File: config.mk
export PLATFORM = sky130hd
export DESIGN_NAME = run_controller
export DESIGN_NICKNAME = d
export VERILOG_FILES = /design/src/rtl/run_controller.sv
export SDC_FILE = /design/constraint.sdc
export NUM_CORES = 1
export LEC_CHECK = 0
export ABC_AREA = 0
export CAP_MARGIN = 20
export CORE_MARGIN = 1
export CORE_UTILIZATION = 55
export DETAILED_ROUTE_END_ITERATION = 8
export GPL_TIMING_DRIVEN = 0
export PLACE_DENSITY = 0.86
export SLEW_MARGIN = 30
export SYNTH_ARGS = -nofsm -noshare
export SYNTH_HDL_FRONTEND = slang
export SYNTH_SLANG_ARGS = --single-unit
export TNS_END_PERCENT = 30
File: constraint.sdc
create_clock -name clk -period 3.5 [get_ports clk]
set_input_delay 0.7 -clock clk [delete_from_list [all_inputs] [get_ports clk]]
set_output_delay 0.7 -clock clk [all_outputs]
set_load 0.01 [all_outputs]
File: src/rtl/run_controller.sv
// Run controller for the RISC-V core: holds the core in reset, releases it,
// counts cycles and retired instructions, and latches pass/fail/timeout status.
module run_controller #(
    parameter int RESET_CYCLES = 5,
    parameter int MAX_CYCLES   = 1000,
    parameter int CNT_WIDTH    = 32,
    parameter int CODE_WIDTH   = 8,
    parameter int PASS_CODE    = 0,
    parameter bit AUTO_START   = 1'b1
) (
    input  logic                  clk,
    input  logic                  reset,
    input  logic                  start,
    input  logic                  retire,
    input  logic                  halt_valid,
    input  logic [CODE_WIDTH-1:0] halt_code,
    output logic                  cpu_reset,
    output logic                  running,
    output logic                  done,
    output logic                  pass,
    output logic                  timeout,
    output logic [CNT_WIDTH-1:0]  cycle_count,
    output logic [CNT_WIDTH-1:0]  instret_count,
    output logic [CODE_WIDTH-1:0] last_code
);

    localparam int HOLD_W = (RESET_CYCLES > 1) ? $clog2(RESET_CYCLES) : 1;
    localparam logic [HOLD_W-1:0]    HOLD_LAST = HOLD_W'(RESET_CYCLES - 1);
    localparam logic [CNT_WIDTH-1:0] CNT_MAX   = '1;
    // Counter value seen on the edge that completes MAX_CYCLES run edges.
    localparam logic [63:0]          LIMIT_M1  = 64'(MAX_CYCLES) - 64'd1;

    typedef enum logic [1:0] {
        ST_IDLE = 2'd0,
        ST_HOLD = 2'd1,
        ST_RUN  = 2'd2,
        ST_DONE = 2'd3
    } state_t;

    state_t                r_state;
    state_t                w_state_next;
    logic [HOLD_W-1:0]     r_hold_cnt;
    logic                  r_cpu_reset;
    logic                  r_running;
    logic                  r_done;
    logic                  r_pass;
    logic                  r_timeout;
    logic [CNT_WIDTH-1:0]  r_cycle_count;
    logic [CNT_WIDTH-1:0]  r_instret_count;
    logic [CODE_WIDTH-1:0] r_last_code;

    logic                  w_clear;
    logic                  w_count;
    logic                  w_halt_end;
    logic                  w_timeout_end;
    logic                  w_limit_hit;
    logic [CNT_WIDTH-1:0]  w_cycle_inc;
    logic [CNT_WIDTH-1:0]  w_instret_inc;

    assign w_limit_hit   = (MAX_CYCLES != 0) && (64'(r_cycle_count) == LIMIT_M1);
    assign w_cycle_inc   = (r_cycle_count == CNT_MAX) ? r_cycle_count
                                                      : r_cycle_count + CNT_WIDTH'(1);
    assign w_instret_inc = (r_instret_count == CNT_MAX) ? r_instret_count
                                                        : r_instret_count + CNT_WIDTH'(1);

    // Next-state decode and per-edge action strobes.
    always_comb begin
        w_state_next  = r_state;
        w_clear       = 1'b0;
        w_count       = 1'b0;
        w_halt_end    = 1'b0;
        w_timeout_end = 1'b0;
        case (r_state)
            ST_IDLE: begin
                if (start || AUTO_START) begin
                    w_state_next = ST_HOLD;
                    w_clear      = 1'b1;
                end else begin
                    w_state_next = ST_IDLE;
                end
            end
            ST_HOLD: begin
                if (r_hold_cnt == HOLD_LAST) begin
                    w_state_next = ST_RUN;
                end else begin
                    w_state_next = ST_HOLD;
                end
            end
            ST_RUN: begin
                w_count = 1'b1;
                if (halt_valid) begin
                    w_state_next = ST_DONE;
                    w_halt_end   = 1'b1;
                end else if (w_limit_hit) begin
                    w_state_next  = ST_DONE;
                    w_timeout_end = 1'b1;
                end else begin
                    w_state_next = ST_RUN;
                end
            end
            ST_DONE: begin
                // Only an explicit start re-arms from DONE; AUTO_START does not.
                if (start) begin
                    w_state_next = ST_HOLD;
                    w_clear      = 1'b1;
                end else begin
                    w_state_next = ST_DONE;
                end
            end
            default: begin
                w_state_next = ST_IDLE;
            end
        endcase
    end

    // State register, registered outputs, counters and status capture.
    always_ff @(posedge clk) begin
        if (reset) begin
            r_state         <= ST_IDLE;
            r_hold_cnt      <= '0;
            r_cpu_reset     <= 1'b1;
            r_running       <= 1'b0;
            r_done          <= 1'b0;
            r_pass          <= 1'b0;
            r_timeout       <= 1'b0;
            r_cycle_count   <= '0;
            r_instret_count <= '0;
            r_last_code     <= '0;
        end else begin
            r_state     <= w_state_next;
            r_cpu_reset <= (w_state_next != ST_RUN);
            r_running   <= (w_state_next == ST_RUN);
            r_done      <= (w_state_next == ST_DONE);
            if (w_clear) begin
                r_hold_cnt      <= '0;
                r_pass          <= 1'b0;
                r_timeout       <= 1'b0;
                r_cycle_count   <= '0;
                r_instret_count <= '0;
                r_last_code     <= '0;
            end else begin
                if (r_state == ST_HOLD) begin
                    r_hold_cnt <= r_hold_cnt + HOLD_W'(1);
                end
                if (w_count) begin
                    r_cycle_count <= w_cycle_inc;
                    if (retire) begin
                        r_instret_count <= w_instret_inc;
                    end
                end
                if (w_halt_end) begin
                    r_last_code <= halt_code;
                    r_pass      <= (halt_code == CODE_WIDTH'(PASS_CODE));
                    r_timeout   <= 1'b0;
                end else if (w_timeout_end) begin
                    r_last_code <= '0;
                    r_pass      <= 1'b0;
                    r_timeout   <= 1'b1;
                end
            end
        end
    end

    assign cpu_reset     = r_cpu_reset;
    assign running       = r_running;
    assign done          = r_done;
    assign pass          = r_pass;
    assign timeout       = r_timeout;
    assign cycle_count   = r_cycle_count;
    assign instret_count = r_instret_count;
    assign last_code     = r_last_code;

endmodule
==> impl_metrics.yaml <==
grt:
  antenna_found_initial: 0
  grt_pass1_vias: 4006
  grt_pass1_wl_mm: 18.31
  grt_usage: 0.2961
  grt_max_degree: 16
  overflow: 0
detailed_routing:
  dr.pass1.iters: 5
  drtAntennaViolNets: 0
  post_drt_wl_per_cell_um: 16.34
  viasPerCell: 6.301
  totalWireLength_mm: 11.55
  num_vias: 4455
  drt_iter0_markers: 379
  drc: 0
floorplan:
  rows: 31
  fp.dieArea_sq_um: 7867
  core_area_sq_um: 7253
  start_util: 0.5700
  die_h_um: 88.70
  die_w_um: 88.70
  pin_count: 90
critical_path:
  crit_path_end_kind: "flip-flop"
  critPathRequiredTime_ps: 3730
  rr_worst_depth: 7
  ff2ff_setup_slack_ps: 630
  reg2reg_to: "cycle_count[8]$_SDFFE_PP0P_"
  cp-startpoint: "start"
  path_common_cell: "clkbuf_1"
  path_max_fanout: 10
  critical_path_class: "input port to flip-flop"
  worstPathCellList: "clkdlybuf4s50_1 > a21oi_1 > o21bai_1 > clkbuf_1 > clkbuf_1 > buf_1 > nor2_1"
  critPathSlowestCell: "buf_1"
  rr_startpoint: "r_state[0]$_SDFF_PP0_"
  slowest_delay_ps: 600
  critical_path.startpoint_type: "input port"
  arrival_ps: 3260
synth:
  syn_area_per_cell_sq_um: 8.219
  ys_async_sr_fraction: 0
  ys_ff_latch: 82
  synthesis.nets: 524
  synthTopCellsByCount: "82 x dfxtp_1, 46 x a21oi_1, 42 x nand2_1, 33 x nand3_1, 33 x or3_1"
  synth_flop_cell: "dfxtp_1"
  ys_types: 48
  yosysSeqAreaShare: 0.3971
  yosysTopAreaCellShare: 0.3971
  synthTopCellsByArea: "dfxtp_1 40%, a21oi_1 5.6%, or3_1 5.0%"
  synth_edf_count: 0
  yosys_warnings: 0
  netlist_area_sq_um: 4134
  syn_inst: 503
  synth.most_common_cell: "dfxtp_1"
  yosysTopAreaCell: "dfxtp_1"
sta:
  hold_viol_final: 0
  holdWs_ps: 471.7
  timing.final.crit_share: 0.8666
  worst_slack_ps: 467.0
  tightest_slew_ps: 746.2
  slew_viol_final: 0
  fin_tns_setup_ps: 0
  setup_viol: 0
  relSlewSlack: 0.5012
  fin_crit_ps: 3033
  fin_skew_ps: 10.56
  timing.fmax_mhz: 329.7
  rsz0062_at_grt: "false"
cts:
  ctsHoldBuffers: 0
  cts_buffer_depth: 2
  clkTransAtPathRegs_ps: 90
  root_buffer: "clkbuf_8"
  cts_made_buffers: 9
  post_cts.resized_instances: 0
  cts_tree: "yes"
  cts_setup_buffers: 0
  cts_sinks: 82
  htreeDepth: 3
  clock_latency_ps: 360
run:
  maxCapViolCount: 0
place:
  placed_area_sq_um: 5149
  pre_cts_slack_ps: 122.9
  dp_hpwl_mm: 8.304
  io_buffers: 89
  gp_congestion: 0.9445
  placedCellCount: 691
cells_and_area:
  drive_above_1_share: 0.05592
  regArea_sq_um: 1642
  final_area_sq_um: 5336
  nFillCells: 596
  area_delta_synth_final_pct: 29.09
  fin_util: 0.7357
  nets: 624
  diodes: 0
  multi_input_area_sq_um: 2354
  finalNonFillerCells: 707
pwr:
  peakVddDrop_uv: 167.9
  p_leak_nw: 1.657
  power_density_nw_per_um2: 311.6
  total_power_mw: 1.663
min_path:
  worstHoldEndpoint: "pass$_SDFFE_PP0P_"
  min-delay-start: "pass$_SDFFE_PP0P_"
  holdPathStages: 2
  hold_path_class: "flip-flop to flip-flop"
run_status:
  status: "completed"
## cell usage in the layout, fill, tap and decap left out, types with 2 or more instances in the layout
master,Yosys,layout
nor3_1,7,7
and2_1,5,5
nor4_1,14,14
ha_1,8,8
xnor2_1,10,10
a211oi_1,4,4
o31ai_1,8,8
clkinvlp_4,0,2
clkdlybuf4s50_1,0,89
a41o_1,4,4
o21ai_0,32,32
o211ai_1,5,5
nand3_1,33,33
a31o_2,3,3
nand4_1,24,24
inv_1,13,13
clkbuf_1,16,16
a21oi_1,46,46
clkbuf_8,0,10
or3_1,33,33
a311oi_1,3,3
buf_2,4,4
dfxtp_1,82,82
and3_1,8,8
a22o_1,7,7
mux2i_1,3,3
nand2b_1,4,4
nand2_1,42,42
nor2_1,31,31
a31oi_1,6,6
or2_2,5,5
buf_1,3,3
or4_1,12,12
and4_1,11,11
## logic make-up after synthesis
kind of cell / Yosys count / synth area share
xor gates and xnor gates: 11 / 0.02330
DFF: 82 / 0.3971
muxes: 3 / 0.007264
AOI/OAI and AO/OA: 128 / 0.1943
and+or+nand+nor: 235 / 0.3199
buffers and inverters: 36 / 0.03390
adders and majority gates: 8 / 0.02421
## power breakdown
part	total [mW]	switching (mW)	internal, mW
registers	0.936	0.00202	0.934
clock network	0.655	0.370	0.284
logic	0.0721	0.0473	0.0247
total	1.66	0.419	1.24
## routing by layer
layer  share of wire  GRT usage  vias up
met5               0          0        -
li1                -          -     2116
met4           0.017     0.1290        0
met2            0.49     0.5105      239
met3           0.084    0.04198       27
met1            0.41     0.3689     2073
## state kept, by name, summed over array words and instances (netlist names)
signal,cells
done,1
r_state,2
cycle_count,32
timeout,1
running,1
instret_count,32
pass,1
r_hold_cnt,3
cpu_reset,1
last_code,8
## layout make-up
type	count	share of cell area
multi-input cells	385	0.4410
plain buffers	23	0.01712
clock inverters	6	0.009144
well taps	99	0.02321
flip-flops and latches	82	0.3076
inverters	13	0.009144
clock buffers	10	0.02579
repair buffers	89	0.1669
## worst max path at each step
stage                                      to  slack [ps]  cells past startpoint
4_1_cts        instret_count[17]$_SDFFE_PP0P_         490                      7
3_5_place_dp      cycle_count[8]$_SDFFE_PP0P_         120                      7
6_report          cycle_count[8]$_SDFFE_PP0P_         470                      7
5_1_grt        instret_count[17]$_SDFFE_PP0P_         320                      7
3_3_place_gp   instret_count[18]$_SDFFE_PP0P_         160                      7
2_1_floorplan  instret_count[23]$_SDFFE_PP0P_        1400                      7
## critical path: cells and delay by family
family	cells	cell delay (ps)
simple gates	1	110
compound gates	2	410
buf+inv	4	2030
Power figures use the tool's default switching activity.
